<file path="config.mk">
export PLATFORM = sky130hd
export DESIGN_NAME = wm8978_cfg_seq
export DESIGN_NICKNAME = d
export VERILOG_FILES = /design/src/rtl/wm8978_pkg.sv /design/src/rtl/wm8978_reg_rom.sv /design/src/rtl/wm8978_cfg_seq.sv
export SDC_FILE = /design/constraint.sdc
export NUM_CORES = 1
export LEC_CHECK = 0
export BUFFER_PORTS_ARGS = -buffer_cell sky130_fd_sc_hd__buf_4
export CORE_AREA = 10 10 84 86
export CTS_BUF_LIST = sky130_fd_sc_hd__clkbuf_16
export DETAILED_ROUTE_END_ITERATION = 10
export DIE_AREA = 0 0 94 96
export PLACE_DENSITY = 0.78
export SLEW_MARGIN = 20
export SYNTH_ARGS = -nofsm -noshare
export SYNTH_HDL_FRONTEND = slang
export SYNTH_SLANG_ARGS = --single-unit
</file>
<file path="constraint.sdc">
create_clock -name clk -period 1.8 [get_ports clk]
set_input_delay 0.27 -clock clk [delete_from_list [all_inputs] [get_ports clk]]
set_output_delay 0.27 -clock clk [all_outputs]
set_load 0.01 [all_outputs]
</file>
<file path="src/rtl/wm8978_pkg.sv">
// ============================================================================
// Module : wm8978_pkg
// Brief  : Shared register addresses, sequencer state type and word packing
//          for the WM8978 configuration sequencer.
// Rev    : 1.0 - initial release
// ============================================================================
`default_nettype none

package wm8978_pkg;

  localparam logic [6:0] R_RESET = 7'd0;
  localparam logic [6:0] R_PWR1  = 7'd1;
  localparam logic [6:0] R_PWR2  = 7'd2;
  localparam logic [6:0] R_PWR3  = 7'd3;
  localparam logic [6:0] R_AIF   = 7'd4;
  localparam logic [6:0] R_CLK   = 7'd6;
  localparam logic [6:0] R_LOUT1 = 7'd52;
  localparam logic [6:0] R_ROUT1 = 7'd53;

  typedef enum logic [2:0] {
    ST_WAIT_PWR = 3'd0,
    ST_ISSUE    = 3'd1,
    ST_BUSY     = 3'd2,
    ST_GAP      = 3'd3,
    ST_DONE     = 3'd4,
    ST_ERR      = 3'd5
  } cfg_state_t;

  function automatic logic [15:0] pack_reg(input logic [6:0] addr,
                                           input logic [8:0] data);
    return {addr, data};
  endfunction

endpackage

`default_nettype wire

</file>
<file path="src/rtl/wm8978_reg_rom.sv">
// ============================================================================
// Module : wm8978_reg_rom
// Brief  : Fixed power-up register table, index -> {addr, data}.
// Rev    : 1.0 - initial release
// ============================================================================
`default_nettype none

module wm8978_reg_rom
  import wm8978_pkg::*;
#(
  parameter logic [4:0] REG_NUM = 5'd19
) (
  input  logic [4:0]  idx,
  output logic [15:0] word
);

  localparam logic [6:0] c_r_srate  = 7'd7;
  localparam logic [6:0] c_r_dac    = 7'd10;
  localparam logic [6:0] c_r_adc    = 7'd14;
  localparam logic [6:0] c_r_bias   = 7'd43;
  localparam logic [6:0] c_r_inctl  = 7'd44;
  localparam logic [6:0] c_r_lpga   = 7'd45;
  localparam logic [6:0] c_r_lboost = 7'd47;
  localparam logic [6:0] c_r_rboost = 7'd48;
  localparam logic [6:0] c_r_outctl = 7'd49;
  localparam logic [6:0] c_r_lmix   = 7'd50;
  localparam logic [6:0] c_r_rmix   = 7'd51;

  always_comb begin
    word = 16'h0000;
    if (idx < REG_NUM) begin
      case (idx)
        5'd0:    word = pack_reg(R_RESET,     9'h000);
        5'd1:    word = pack_reg(R_PWR1,      9'h01B);
        5'd2:    word = pack_reg(R_PWR2,      9'h1BF);
        5'd3:    word = pack_reg(R_PWR3,      9'h06F);
        5'd4:    word = pack_reg(R_AIF,       9'h070);  // I2S, 32-bit words
        5'd5:    word = pack_reg(R_CLK,       9'h000);  // slave, MCLK direct
        5'd6:    word = pack_reg(c_r_srate,   9'h000);
        5'd7:    word = pack_reg(c_r_dac,     9'h008);
        5'd8:    word = pack_reg(c_r_adc,     9'h108);
        5'd9:    word = pack_reg(c_r_bias,    9'h010);
        5'd10:   word = pack_reg(c_r_inctl,   9'h000);
        5'd11:   word = pack_reg(c_r_lpga,    9'h140);  // mic PGA muted, line-in only
        5'd12:   word = pack_reg(c_r_lboost,  9'h050);
        5'd13:   word = pack_reg(c_r_rboost,  9'h050);
        5'd14:   word = pack_reg(c_r_outctl,  9'h002);
        5'd15:   word = pack_reg(c_r_lmix,    9'h001);
        5'd16:   word = pack_reg(c_r_rmix,    9'h001);
        5'd17:   word = pack_reg(R_LOUT1,     9'h039);
        5'd18:   word = pack_reg(R_ROUT1,     9'h139);  // HPVU latches both channels
        default: word = 16'h0000;
      endcase
    end
  end

endmodule

`default_nettype wire

</file>
<file path="src/rtl/wm8978_cfg_seq.sv">
// ============================================================================
// Module : wm8978_cfg_seq
// Brief  : WM8978 power-up register sequencer driving an I2C exec/done driver.
//          Optional macro WM8978_VOL_UPDATE_EN adds runtime headphone volume.
// Rev    : 1.0 - initial release
// ============================================================================
`default_nettype none

module wm8978_cfg_seq
  import wm8978_pkg::*;
#(
  parameter logic [19:0] STARTUP_CYCLES = 20'd1_000_000,
  parameter logic [4:0]  REG_NUM        = 5'd19,
  parameter logic [9:0]  GAP_CYCLES     = 10'd500,
  parameter logic [1:0]  MAX_RETRY      = 2'd3
) (
  input  logic        clk,
  input  logic        rst,
  output logic        i2c_exec,
  output logic [15:0] i2c_data,
  input  logic        i2c_done,
  input  logic        i2c_ack_err,
  input  logic        vol_req,
  input  logic [5:0]  vol_val,
  output logic        vol_ack,
  output logic        cfg_done,
  output logic        cfg_err
);

  localparam logic [19:0] c_startup_last =
    (STARTUP_CYCLES == 20'd0) ? 20'd0 : STARTUP_CYCLES - 20'd1;
  localparam logic [19:0] c_gap_last =
    (GAP_CYCLES == 10'd0) ? 20'd0 : {10'd0, GAP_CYCLES} - 20'd1;

  cfg_state_t  r_state, w_state_nxt;
  logic [19:0] r_cnt, w_cnt_nxt;
  logic [4:0]  r_idx, w_idx_nxt;
  logic [1:0]  r_retry, w_retry_nxt;
  logic [15:0] r_data, w_data_nxt;
  logic        r_cfg_done, r_cfg_err;
  logic [15:0] w_rom_word, w_issue_word;
  logic        w_vol_mode, w_seq_last, w_xfer_ok;

  wm8978_reg_rom #(
    .REG_NUM (REG_NUM)
  ) u_rom (
    .idx  (r_idx),
    .word (w_rom_word)
  );

  assign w_xfer_ok = (r_state == ST_BUSY) && i2c_done && !i2c_ack_err;

`ifdef WM8978_VOL_UPDATE_EN
  logic       r_vol_mode;
  logic [1:0] r_vol_step;  // 0: R52 pending, 1: R53 pending, 2: both written
  logic [5:0] r_vol;
  logic       r_vol_ack;

  always_ff @(posedge clk or posedge rst) begin
    if (rst) begin
      r_vol_mode <= 1'b0;
      r_vol_step <= 2'd0;
      r_vol      <= 6'd0;
      r_vol_ack  <= 1'b0;
    end else begin
      r_vol_ack <= 1'b0;
      if (r_state == ST_DONE && vol_req) begin
        r_vol_mode <= 1'b1;
        r_vol_step <= 2'd0;
        r_vol      <= vol_val;
      end else if (w_xfer_ok && r_vol_mode) begin
        r_vol_step <= r_vol_step + 2'd1;
        r_vol_ack  <= (r_vol_step == 2'd1);
      end else if (r_state == ST_GAP && w_state_nxt == ST_DONE) begin
        r_vol_mode <= 1'b0;
      end
    end
  end

  assign w_vol_mode   = r_vol_mode;
  assign w_issue_word = r_vol_mode
                      ? pack_reg(r_vol_step[0] ? R_ROUT1 : R_LOUT1,
                                 {r_vol_step[0], 2'b00, r_vol})
                      : w_rom_word;
  assign w_seq_last   = r_vol_mode ? (r_vol_step == 2'd2) : (r_idx == REG_NUM);
  assign vol_ack      = r_vol_ack;
`else
  logic w_unused_vol;
  assign w_unused_vol = ^{vol_req, vol_val};
  assign w_vol_mode   = 1'b0;
  assign w_issue_word = w_rom_word;
  assign w_seq_last   = (r_idx == REG_NUM);
  assign vol_ack      = 1'b0;
`endif

  always_ff @(posedge clk or posedge rst) begin
    if (rst) begin
      r_state    <= ST_WAIT_PWR;
      r_cnt      <= 20'd0;
      r_idx      <= 5'd0;
      r_retry    <= 2'd0;
      r_data     <= 16'h0000;
      r_cfg_done <= 1'b0;
      r_cfg_err  <= 1'b0;
    end else begin
      r_state <= w_state_nxt;
      r_cnt   <= w_cnt_nxt;
      r_idx   <= w_idx_nxt;
      r_retry <= w_retry_nxt;
      r_data  <= w_data_nxt;
      if (w_state_nxt == ST_ERR) begin
        r_cfg_done <= 1'b0;
        r_cfg_err  <= 1'b1;
      end else if (w_state_nxt == ST_DONE) begin
        r_cfg_done <= 1'b1;
      end
    end
  end

  always_comb begin
    w_state_nxt = r_state;
    w_cnt_nxt   = r_cnt;
    w_idx_nxt   = r_idx;
    w_retry_nxt = r_retry;
    w_data_nxt  = r_data;
    case (r_state)
      ST_WAIT_PWR: begin
        if (r_cnt >= c_startup_last) begin
          w_state_nxt = ST_ISSUE;
          w_cnt_nxt   = 20'd0;
        end else begin
          w_cnt_nxt = r_cnt + 20'd1;
        end
      end
      ST_ISSUE: begin
        w_data_nxt  = w_issue_word;
        w_state_nxt = ST_BUSY;
      end
      ST_BUSY: begin
        if (i2c_done) begin
          w_cnt_nxt = 20'd0;
          if (!i2c_ack_err) begin
            if (!w_vol_mode && r_idx < REG_NUM)
              w_idx_nxt = r_idx + 5'd1;
            w_retry_nxt = 2'd0;
            w_state_nxt = ST_GAP;
          end else if (r_retry < MAX_RETRY) begin
            w_retry_nxt = r_retry + 2'd1;
            w_state_nxt = ST_GAP;
          end else begin
            w_state_nxt = ST_ERR;
          end
        end
      end
      ST_GAP: begin
        if (r_cnt >= c_gap_last) begin
          w_cnt_nxt   = 20'd0;
          w_state_nxt = w_seq_last ? ST_DONE : ST_ISSUE;
        end else begin
          w_cnt_nxt = r_cnt + 20'd1;
        end
      end
      ST_DONE: begin
`ifdef WM8978_VOL_UPDATE_EN
        if (vol_req)
          w_state_nxt = ST_ISSUE;
`endif
      end
      ST_ERR: begin
        w_state_nxt = ST_ERR;
      end
      default: begin
        w_state_nxt = ST_WAIT_PWR;
      end
    endcase
  end

  // The word is live during ISSUE so it is valid in the exec cycle itself.
  assign i2c_exec = (r_state == ST_ISSUE);
  assign i2c_data = (r_state == ST_ISSUE) ? w_issue_word : r_data;
  assign cfg_done = r_cfg_done;
  assign cfg_err  = r_cfg_err;

endmodule

`default_nettype wire

</file>
==> impl_metrics.csv, run 1 <==
group,metric,value,unit
setup_path,end_kind,"output pin",
synthesis,netlist_instances,315,
synthesis,synth_xor_area_share,4.97,%
setup_path,worst_path_most_repeated_cell,"buf_6",
floorplan,die_h,96,um
clock_network,worstSkewPairLatency,0.29,ns
timing,relSlewSlack,59.4,%
global_routing,grt.total_usage,18.7,%
power_and_ir_drop,p_int,1.74,mW
detailed_routing,dr.first_iter.drc_count,243,
timing,worst_pin_slew,0.609,ns
flow_run,drv_cap,0,
synthesis,synth_compound_area_share,17.1,%
synthesis,synth_top_area_cell,"dfrtp_1",
placement,place.gp.congestion,0.848,
global_routing,gr-total-overflow,0,
setup_path,cp_cell_sequence,"buf_6 -> a211oi_4 -> and3_4 -> o21ai_4 -> o21ai_2 -> buf_6",
power_and_ir_drop,netSwitchingFraction,20.6,%
timing,min_period_over_period,122,%
setup_path,worst_ep_arrival_time,1.93,ns
finish,antennaDiodeCount,0,
setup_path,crit_cells,6,
synthesis,yosysUniqueCellTypes,54,
timing,grt_setup_unrepaired,"yes",
setup_path,critPathMaxStageDelay,0.48,ns
synthesis,async_flop_share,100,%
placement,place.port_buffers,22,
timing,tns,-6.20,ns
timing,hold_violations,0,
setup_path,cp.required,1.53,ns
synthesis,synthMuxAreaShare,1.46,%
floorplan,die_x,94,um
timing,finalMaxSlewViolations,0,
synthesis,synth_fa_ha_area_share,3.99,%
synthesis,ys_warn_count,0,
timing,worst_slack,-0.404,ns
timing,finClkSkew,0.00891,ns
clock_network,root_buffer,"clkbuf_16",
power_and_ir_drop,peakVddDrop,0.000426,V
synthesis,syn_area,2820,um2
synthesis,ys_seq_area_share,42.6,%
global_routing,grt_pass1_vias,2798,
power_and_ir_drop,leakage,1.93,nW
finish,area_growth,53.5,%
floorplan,rows,27,
global_routing,grt_util_met2,32.6,%
setup_path,critPathSlowestCell,"dfrtp_2",
floorplan,die_area,9020,um2
clock_network,clk_pin_slew,0.07,ns
placement,dp_hpwl,4870,um
setup_path,crit_buf_inv,2,
setup_path,cp_max_fo,5,
clock_network,cts_hold_buf,0,
global_routing,grt_pass1_wl,13500,um
global_routing,grt_max_degree,49,
status,outcome,"finished with violations",
synthesis,syn_avg_cell_area,8.96,um2
power_and_ir_drop,power.share.combinational,1.6,%
detailed_routing,first_pass_iters,4,
synthesis,yosys.area_share.simple,24.1,%
finish,drive_gt1_share,49.5,%
timing,period_minus_slack,2.20,ns
finish,fillers,310,
status,violations,"negative setup slack",
setup_path,start_kind,"flip-flop",
detailed_routing,viasPerCell,6.12,
clock_network,cts_tree,"yes",
timing,max_freq,0.454,GHz
floorplan,floorplan.initialDensity,52.2,%
global_routing,grt.busiest_layer,"met2",
power_and_ir_drop,p_switching,0.452,mW
timing,setup_violations,41,
detailed_routing,vias,2927,
setup_path,rr_worst_depth,6,
synthesis,synthFlopType,"dfrtp_1",
finish,multi_input_area,1900,um2
setup_path,crit_family,"compound AO/OA/AOI/OAI gates",
synthesis,netlist.area_leader.share,42.6,%
synthesis,synth_top_family_by_area,"simple AND/OR/NAND/NOR gates",
power_and_ir_drop,power.density,507,nW/um2
detailed_routing,avgRoutedWirePerCell,20.8,um
detailed_routing,drtAntennaViolNets,0,
clock_network,cts_made_buffers,5,
synthesis,syn_nets,335,
floorplan,core,5410,um2
detailed_routing,routed_wl,9960,um
detailed_routing,drc,0,
global_routing,antenna_found_initial,0,
finish,final_core_util,80.1,%
clock_network,cts_sinks,48,
power_and_ir_drop,p_seq_share,49.1,%
clock_network,clk_path_buf_depth,2,
global_routing,met3_usage,4.44,%
worst_hold_path,hold_path.class,"in -> async",
setup_path,crit_type,"reg -> out",
floorplan,io_pins,31,
finish,seqCellArea,1210,um2
power_and_ir_drop,p_clk_share,49.4,%
synthesis,yosys-top-cells-area,"dfrtp_1, nand2_1, xnor2_1, ha_1, nor2_1",
clock_network,htreeDepth,2,
finish,final_nets,425,
synthesis,synth_edf_count,0,
global_routing,grtUsageMet1,22.0,%
synthesis,ys_ff_latch,48,
## worst reg2reg max path: cells and delay by family (launching register included)
kind / cells / cell delay [ns]
and+or+nand+nor: 4 / 1.05
DFF: 1 / 0.46
buffers and inverters: 1 / 0.13
AOI/OAI and AO/OA: 1 / 0.18
## metrics by stage
| stage | setup slack [ns] | total power, mW | std cells | cell area (um2) | hold WS, ns |
|---|---|---|---|---|---|
| final | -0.404 | 2.20 | 478 | 4330 | 0.144 |
| after global routing | -0.478 | 2.27 | 478 | 4330 | 0.192 |
| after detailed placement | -0.168 | 1.13 | 436 | 3380 | 0.453 |
| after CTS | -0.299 | 2.21 | 465 | 3930 | 0.166 |
| after global placement | -0.115 | 1.13 | 436 | 3380 | 0.446 |
| after floorplan | 0.00701 | 1.12 | 315 | 2860 | 0.368 |
## cells by family after synthesis
kind of cell    Yosys count
compound gates           71
xor+xnor                 16
fa+ha+maj                 9
buf+inv                  35
flops                    48
mux                       4
other cells               1
simple gates            131
## cell type report
| class | instances | area share (%) |
|---|---|---|
| repair buffers | 103 | 20.9 |
| clock buffers | 5 | 2.89 |
| multi-input cells | 233 | 43.8 |
| clock inverters | 3 | 1.07 |
| inverters | 14 | 1.36 |
| flip-flops and latches | 48 | 27.9 |
| well taps | 72 | 2.08 |
## sequential cells by signal, summed over array words and instances (netlist names)
signal and flops:
r_retry 2, r_idx 5, r_data 16, r_state 3
r_cnt 20, cfg_done 1, cfg_err 1
## layer usage
metal	vias to the layer above	wire, um
met3	51	642
met5	-	0
met4	0	503
met1	1432	3770
met2	136	5040
li1	1308	-
## repair_timing
| action | CTS | global route |
|---|---|---|
| pin swaps | 17 | 41 |
| setup buffers | 22 | 17 |
| resized for setup | 54 | 65 |
| endpoints found under the setup margin | 37 | 44 |
| cloned | 0 | 3 |
## cell usage after synthesis (2+ instances only)
cell type  count
a211oi_1       3
a21o_1         5
a21oi_1        9
a22o_1         3
a31oi_1        3
and3_1         5
and4_1         4
buf_2          2
buf_4          3
buf_6          2
clkbuf_1      14
dfrtp_1       48
ha_1           9
inv_1         14
mux2i_1        3
nand2_1       45
nand3_1        7
nand4_1        8
nor2_1        26
nor2_2         2
nor2b_1        2
nor3_1        13
nor3b_1        2
nor4_1         6
nor4_2         4
o211ai_1       5
o21ai_0        9
o21ai_1       13
o22ai_1        3
o31ai_1        5
xnor2_1       15
## final timing paths
| kind | start | endpoint | slack [ns] |
|---|---|---|---|
| max | r_idx[0] | i2c_data[4] | -0.40 |
| min | rst | r_data[9] | 0.14 |
| max reg2reg | r_cnt[18] | r_cnt[6] | -0.11 |
| min reg2reg | cfg_err | cfg_err | 0.47 |
| max in group asynchronous | rst | r_idx[0] | 1.22 |
| min in group clk | i2c_ack_err | r_idx[4] | 0.24 |
## power groups by stage
stage                     sequential, mW  clock [mW]  combinational, mW
after floorplan                     1.10           0             0.0198
after global placement              1.10           0             0.0339
after detailed placement            1.10           0             0.0345
after CTS                           1.08        1.09             0.0344
after global routing                1.08        1.15             0.0399
final                               1.08        1.08             0.0346
## layout by cell type (no fill, tap or decap), types with 4 or more instances in the layout
cell type,instances
nand4_1,8
buf_6,14
inv_2,4
a21o_1,5
xnor2_1,14
nor2_4,10
nand3_1,6
nor2_1,11
clkbuf_16,7
dfrtp_2,7
dfrtp_1,41
a21oi_1,8
buf_4,83
o211ai_1,5
ha_1,4
o31ai_2,4
o21ai_1,7
nor4_1,5
o21ai_2,13
nand2_1,41
nor2_2,7
nor3_1,11
ha_4,5
inv_1,8
Power figures use the tool's default switching activity.
==> inputs of run 2 (changes only) <==
--- a/config.mk
+++ b/config.mk
@@ -6,12 +6,15 @@
 export NUM_CORES = 1
 export LEC_CHECK = 0
 export BUFFER_PORTS_ARGS = -buffer_cell sky130_fd_sc_hd__buf_4
-export CORE_AREA = 10 10 84 86
+export CORE_AREA = 10 10 86 88
 export CTS_BUF_LIST = sky130_fd_sc_hd__clkbuf_16
 export DETAILED_ROUTE_END_ITERATION = 10
-export DIE_AREA = 0 0 94 96
-export PLACE_DENSITY = 0.78
+export DIE_AREA = 0 0 96 98
+export MAX_ROUTING_LAYER = met4
+export PLACE_DENSITY = 0.77
 export SLEW_MARGIN = 20
 export SYNTH_ARGS = -nofsm -noshare
 export SYNTH_HDL_FRONTEND = slang
+export SYNTH_HIERARCHICAL = 1
 export SYNTH_SLANG_ARGS = --single-unit
+export TNS_END_PERCENT = 20
==> impl_metrics.csv, run 2 <==
group,metric,value,unit
status,outcome,"finished with violations",
status,violations,"negative setup slack",
setup_path,cp_max_fo,4,
finish,antennaDiodeCount,0,
clock_network,clk_path_buf_depth,2,
power_and_ir_drop,p_clk_share,44.8,%
floorplan,floorplan.initialDensity,51.3,%
floorplan,rows,28,
finish,final_nets,385,
placement,place.port_buffers,22,
setup_path,cp.required,1.53,ns
timing,worst_pin_slew,0.538,ns
power_and_ir_drop,netSwitchingFraction,21.0,%
detailed_routing,routed_wl,7500,um
synthesis,synth_edf_count,0,
clock_network,clk_pin_slew,0.07,ns
synthesis,ys_ff_latch,48,
clock_network,root_buffer,"clkbuf_16",
synthesis,synthFlopType,"dfrtp_1",
setup_path,cp_cell_sequence,"buf_8 -> a211oi_4 -> buf_4 -> nand4b_1 -> o21ai_1 -> mux2_4 -> buf_6",
floorplan,io_pins,31,
setup_path,critPathMaxStageDelay,0.47,ns
synthesis,async_flop_share,100,%
finish,layout_common_cells,"buf_4, dfrtp_1, nor2_1",
finish,layout_commonest_cell,"buf_4",
timing,worst_slack,-0.446,ns
setup_path,crit_type,"reg -> out",
floorplan,core,5750,um2
clock_network,htreeDepth,2,
placement,dp_hpwl,4760,um
clock_network,cts_made_buffers,5,
synthesis,yosysUniqueCellTypes,67,
timing,hold_violations,0,
placement,placed_area,3490,um2
synthesis,synth_top_area_cell,"dfrtp_1",
placement,dp.cells,424,
worst_hold_path,hold_path.class,"in -> async",
timing,min_period_over_period,125,%
global_routing,grt_pass1_vias,2410,
synthesis,netlist_instances,292,
detailed_routing,drc,0,
global_routing,grt_pass1_wl,11500,um
timing,max_freq,0.445,GHz
finish,area_growth,36.6,%
floorplan,die_area,9410,um2
setup_path,start_kind,"flip-flop",
detailed_routing,dr.first_iter.drc_count,159,
timing,period_minus_slack,2.25,ns
power_and_ir_drop,p_switching,0.423,mW
power_and_ir_drop,p_seq_share,53.5,%
finish,fillers,397,
setup_path,end_kind,"output pin",
flow_run,drv_cap,0,
detailed_routing,viasPerCell,5.59,
synthesis,synth_common_cells,"dfrtp_1, nor2_1, nand2_1",
clock_network,cts_sinks,48,
synthesis,syn_area,2950,um2
power_and_ir_drop,p_int,1.59,mW
finish,top_regs,"r_cnt (20), r_data (16), r_idx (5)",
finish,stdcell_count,440,
timing,relSlewSlack,64.1,%
finish,drive_gt1_share,45.8,%
finish,regMostFlops,"r_cnt",
finish,stdcell_area,4030,um2
power_and_ir_drop,power,2.01,mW
detailed_routing,avgRoutedWirePerCell,17.0,um
timing,finalMaxSlewViolations,0,
setup_path,worst_ep_arrival_time,1.98,ns
clock_network,cts_tree,"yes",
timing,finClkSkew,0.00902,ns
timing,setup_violations,17,
setup_path,r2r_setup_slack,-0.11,ns
synthesis,syn_avg_cell_area,10.1,um2
synthesis,netlist.area_leader.share,40.7,%
clock_network,worstSkewPairLatency,0.29,ns
global_routing,grt.total_usage,15.3,%
synthesis,syn_nets,313,
floorplan,die_x,96,um
synthesis,yosys-top-cells-area,"dfrtp_1, mux2_2, ha_1, nor2_1, xnor2_1",
detailed_routing,vias,2461,
power_and_ir_drop,power.share.combinational,1.7,%
synthesis,ys_warn_count,6,
floorplan,die_h,98,um
power_and_ir_drop,leakage,1.86,nW
finish,largest_reg_flops,20,
power_and_ir_drop,peakVddDrop,0.000388,V
detailed_routing,drtAntennaViolNets,0,
detailed_routing,first_pass_iters,4,
timing,grt_setup_unrepaired,"yes",
power_and_ir_drop,power.density,500,nW/um2
finish,final_core_util,70.1,%
global_routing,gr-total-overflow,0,
placement,place.gp.congestion,0.909,
setup_path,critPathSlowestCell,"dfrtp_2",
synthesis,ys_seq_area_share,40.7,%
synthesis,synth.most_common_cell,"dfrtp_1",
global_routing,grt_max_degree,26,
global_routing,antenna_found_initial,0,
run 2: cell types whose count changed after synthesis, sizes merged, moves of 7 or more:
cell    before  now
nand2       45   20
mux2         1   19
clkbuf      14    0
o21ai       22    9
buf          7   14
nand3        7   14
nor2        28   35
run 2: through the flow:
stage                     worst slack (ns)  hold slack (ns)  TNS (ns)
after detailed placement            -0.150            0.347    -0.665
final                               -0.446           0.0249     -5.18
after floorplan                    0.00554            0.403         0
after global routing                -0.514           0.0688     -7.18
after global placement              -0.110            0.335    -0.334
after CTS                           -0.349           0.0382     -4.74
run 2: power groups by stage:
stage	clock, mW	sequential, mW	combinational (mW)
final	0.902	1.08	0.0340
after global routing	0.967	1.08	0.0395
after CTS	0.920	1.08	0.0358
after detailed placement	0	1.10	0.0351
after global placement	0	1.10	0.0340
after floorplan	0	1.10	0.0202
run 2: area by class of cell:
class	instances	area (um2)	share of cell area [%]
clock inverters	3	13.8	0.342
well taps	75	93.8	2.33
clock buffers	5	125	3.11
flip-flops and latches	48	1210	30.0
inverters	10	45.0	1.12
multi-input cells	220	1860	46.3
repair buffers	79	676	16.8
run 2: worst max-delay path, delay by kind of cell, from the launching register on:
kind	cells	cell delay, ns
muxes	1	0.18
DFF	1	0.47
and+or+nand+nor	1	0.13
buffers and inverters	3	0.44
AOI/OAI and AO/OA	2	0.48
run 2: cell families (layout without fill, tap and decap cells):
group / Yosys count / count (layout) / share of synthesized area (%)
compound gates: 45 / 45 / 12.6
xor+xnor: 18 / 18 / 5.35
fa+ha+maj: 10 / 10 / 4.24
buf+inv: 24 / 97 / 4.84
flops: 48 / 48 / 40.7
mux: 23 / 23 / 8.62
other cells: 2 / 2 / 0.255
simple gates: 122 / 122 / 23.3
run 2: worst paths after layout:
check | startpoint | cells after the start | to
worst max-delay path | r_idx[0] | 7 | i2c_data[14]
worst min-delay path | rst | 2 | r_data[5]
worst max register to register | r_idx[1] | 6 | cfg_done
worst min register to register | cfg_done | 1 | cfg_done
max in group asynchronous | rst | 3 | r_cnt[12]
min in group clk | i2c_ack_err | 2 | r_retry[0]
run 2: repair_timing:
item,in CTS,in global routing
gates resized for setup,36,37
buffers inserted,2,6
hold buffers,0,0
endpoints found under the setup margin,22,39
pin swaps,12,14
run 2: per-layer routing:
metal | routed length (um) | GRT usage (%) | share of wire [%]
met5 | 0 | - | 0
met3 | 274 | 3.52 | 3.7
met2 | 3900 | 23.0 | 52
met4 | 184 | 7.26 | 2.5
met1 | 3140 | 18.7 | 42
==> inputs of run 3 (changes only) <==
--- a/config.mk
+++ b/config.mk
@@ -12,6 +12,7 @@
 export DIE_AREA = 0 0 96 98
 export MAX_ROUTING_LAYER = met4
 export PLACE_DENSITY = 0.77
+export SKIP_LAST_GASP = 1
 export SLEW_MARGIN = 20
 export SYNTH_ARGS = -nofsm -noshare
 export SYNTH_HDL_FRONTEND = slang
==> impl_metrics.csv, run 3 (same netlist as run 2, synthesis figures left out) <==
group,metric,value,unit
global_routing,grt.total_usage,15.0,%
placement,place.gp.congestion,0.909,
setup_path,worst_ep_arrival_time,1.88,ns
status,violations,"negative setup slack",
timing,max_freq,0.464,GHz
status,outcome,"finished with violations",
floorplan,die_x,96,um
timing,relSlewSlack,65.1,%
timing,hold_violations,0,
setup_path,crit_type,"reg -> out",
clock_network,cts_tree,"yes",
setup_path,cp.required,1.53,ns
floorplan,die_h,98,um
power_and_ir_drop,power,2.02,mW
timing,period_minus_slack,2.15,ns
detailed_routing,drtAntennaViolNets,0,
clock_network,clk_path_buf_depth,2,
placement,dp_hpwl,4760,um
finish,top_regs,"r_cnt (20), r_data (16), r_idx (5)",
floorplan,core,5750,um2
detailed_routing,dr.first_iter.drc_count,110,
finish,seqCellArea,1210,um2
clock_network,worstSkewPairLatency,0.29,ns
flow_run,drv_cap,0,
timing,grt_setup_unrepaired,"yes",
clock_network,root_buffer,"clkbuf_16",
placement,placed_area,3490,um2
placement,place_ws,-0.150,ns
detailed_routing,avgRoutedWirePerCell,15.5,um
finish,largest_reg_flops,20,
finish,layout_common_cells,"buf_4, dfrtp_1, nor2_1",
finish,area_growth,31.1,%
worst_hold_path,hold_path.class,"in -> async",
timing,finalMaxSlewViolations,0,
detailed_routing,drc,0,
detailed_routing,first_pass_iters,4,
global_routing,grt_pass1_vias,2409,
finish,regMostFlops,"r_cnt",
finish,stdcell_area,3860,um2
global_routing,gr-total-overflow,0,
clock_network,clk_pin_slew,0.07,ns
finish,layout_commonest_cell,"buf_4",
finish,final_nets,384,
finish,fillers,428,
floorplan,die_area,9410,um2
clock_network,cts_hold_buf,0,
timing,worst_pin_slew,0.522,ns
finish,final_core_util,67.3,%
timing,worst_slack,-0.353,ns
detailed_routing,routed_wl,6780,um
timing,min_period_over_period,120,%
power_and_ir_drop,peakVddDrop,0.000393,V
power_and_ir_drop,power.density,522,nW/um2
clock_network,cts_sinks,48,
global_routing,grt_pass1_wl,11200,um
timing,setup_violations,21,
floorplan,rows,28,
setup_path,cp_max_fo,6,
global_routing,grt_max_degree,26,
setup_path,end_kind,"output pin",
clock_network,cts_made_buffers,5,
floorplan,io_pins,31,
timing,tns,-5.12,ns
detailed_routing,viasPerCell,5.53,
timing,finClkSkew,0.00941,ns
setup_path,start_kind,"flip-flop",
finish,drive_gt1_share,40.1,%
clock_network,htreeDepth,2,
power_and_ir_drop,leakage,1.80,nW
finish,multi_input_area,1750,um2
global_routing,antenna_found_initial,0,
detailed_routing,vias,2426,
finish,antennaDiodeCount,0,
placement,place.port_buffers,22,
floorplan,floorplan.initialDensity,51.3,%
run 3: layout make-up:
type	instances	area share (%)
well taps	75	2.43
multi-input cells	220	45.3
flip-flops and latches	48	31.2
clock buffers	5	3.24
inverters	10	1.17
clock inverters	3	0.356
repair buffers	78	16.3
run 3: path summary, 6_finish.rpt:
kind | to | cells past startpoint | startpoint | slack (ns)
max in group asynchronous | r_cnt[12] | 3 | rst | 1.18
worst min-delay path | r_data[5] | 2 | rst | 0.01
worst min register to register | cfg_done | 1 | cfg_done | 0.49
worst max-delay path | i2c_data[5] | 6 | r_idx[1] | -0.35
min in group clk | r_retry[0] | 2 | i2c_ack_err | 0.26
worst max register to register | cfg_done | 6 | r_idx[1] | -0.09
run 3: repair_timing:
item                       in CTS  in global routing
pin swaps                       7                  8
gates resized for setup        31                 12
buffers inserted                2                  5
setup endpoints to repair      22                 41
run 3: metal layers:
layer / GRT usage, % / up-vias / wire, um
met1: 17.5 / 1175 / 2910
met5: - / - / 0
met3: 3.45 / 18 / 231
met2: 23.6 / 43 / 3480
li1: - / 1190 / -
met4: 6.70 / 0 / 162
run 3: critical path: stages (launching register included):
cell and delay (ns):
dfrtp_2 0.48, inv_4 0.11, ha_4 0.23, a21boi_4 0.20, o21ba_4 0.18, mux2_4 0.27
buf_6 0.12
run 3: power by group:
| group | internal, mW | switching (mW) |
|---|---|---|
| Clock | 0.505 | 0.398 |
| Combinational | 0.00744 | 0.0260 |
| Sequential | 1.08 | 0 |
| Total | 1.59 | 0.424 |
run 3: through the flow:
stage,hold WS [ns],cells
2_1_floorplan,0.403,292
3_3_place_gp,0.335,424
3_5_place_dp,0.347,424
4_1_cts,0.0382,434
5_1_grt,0.0588,439
6_report,0.0142,439
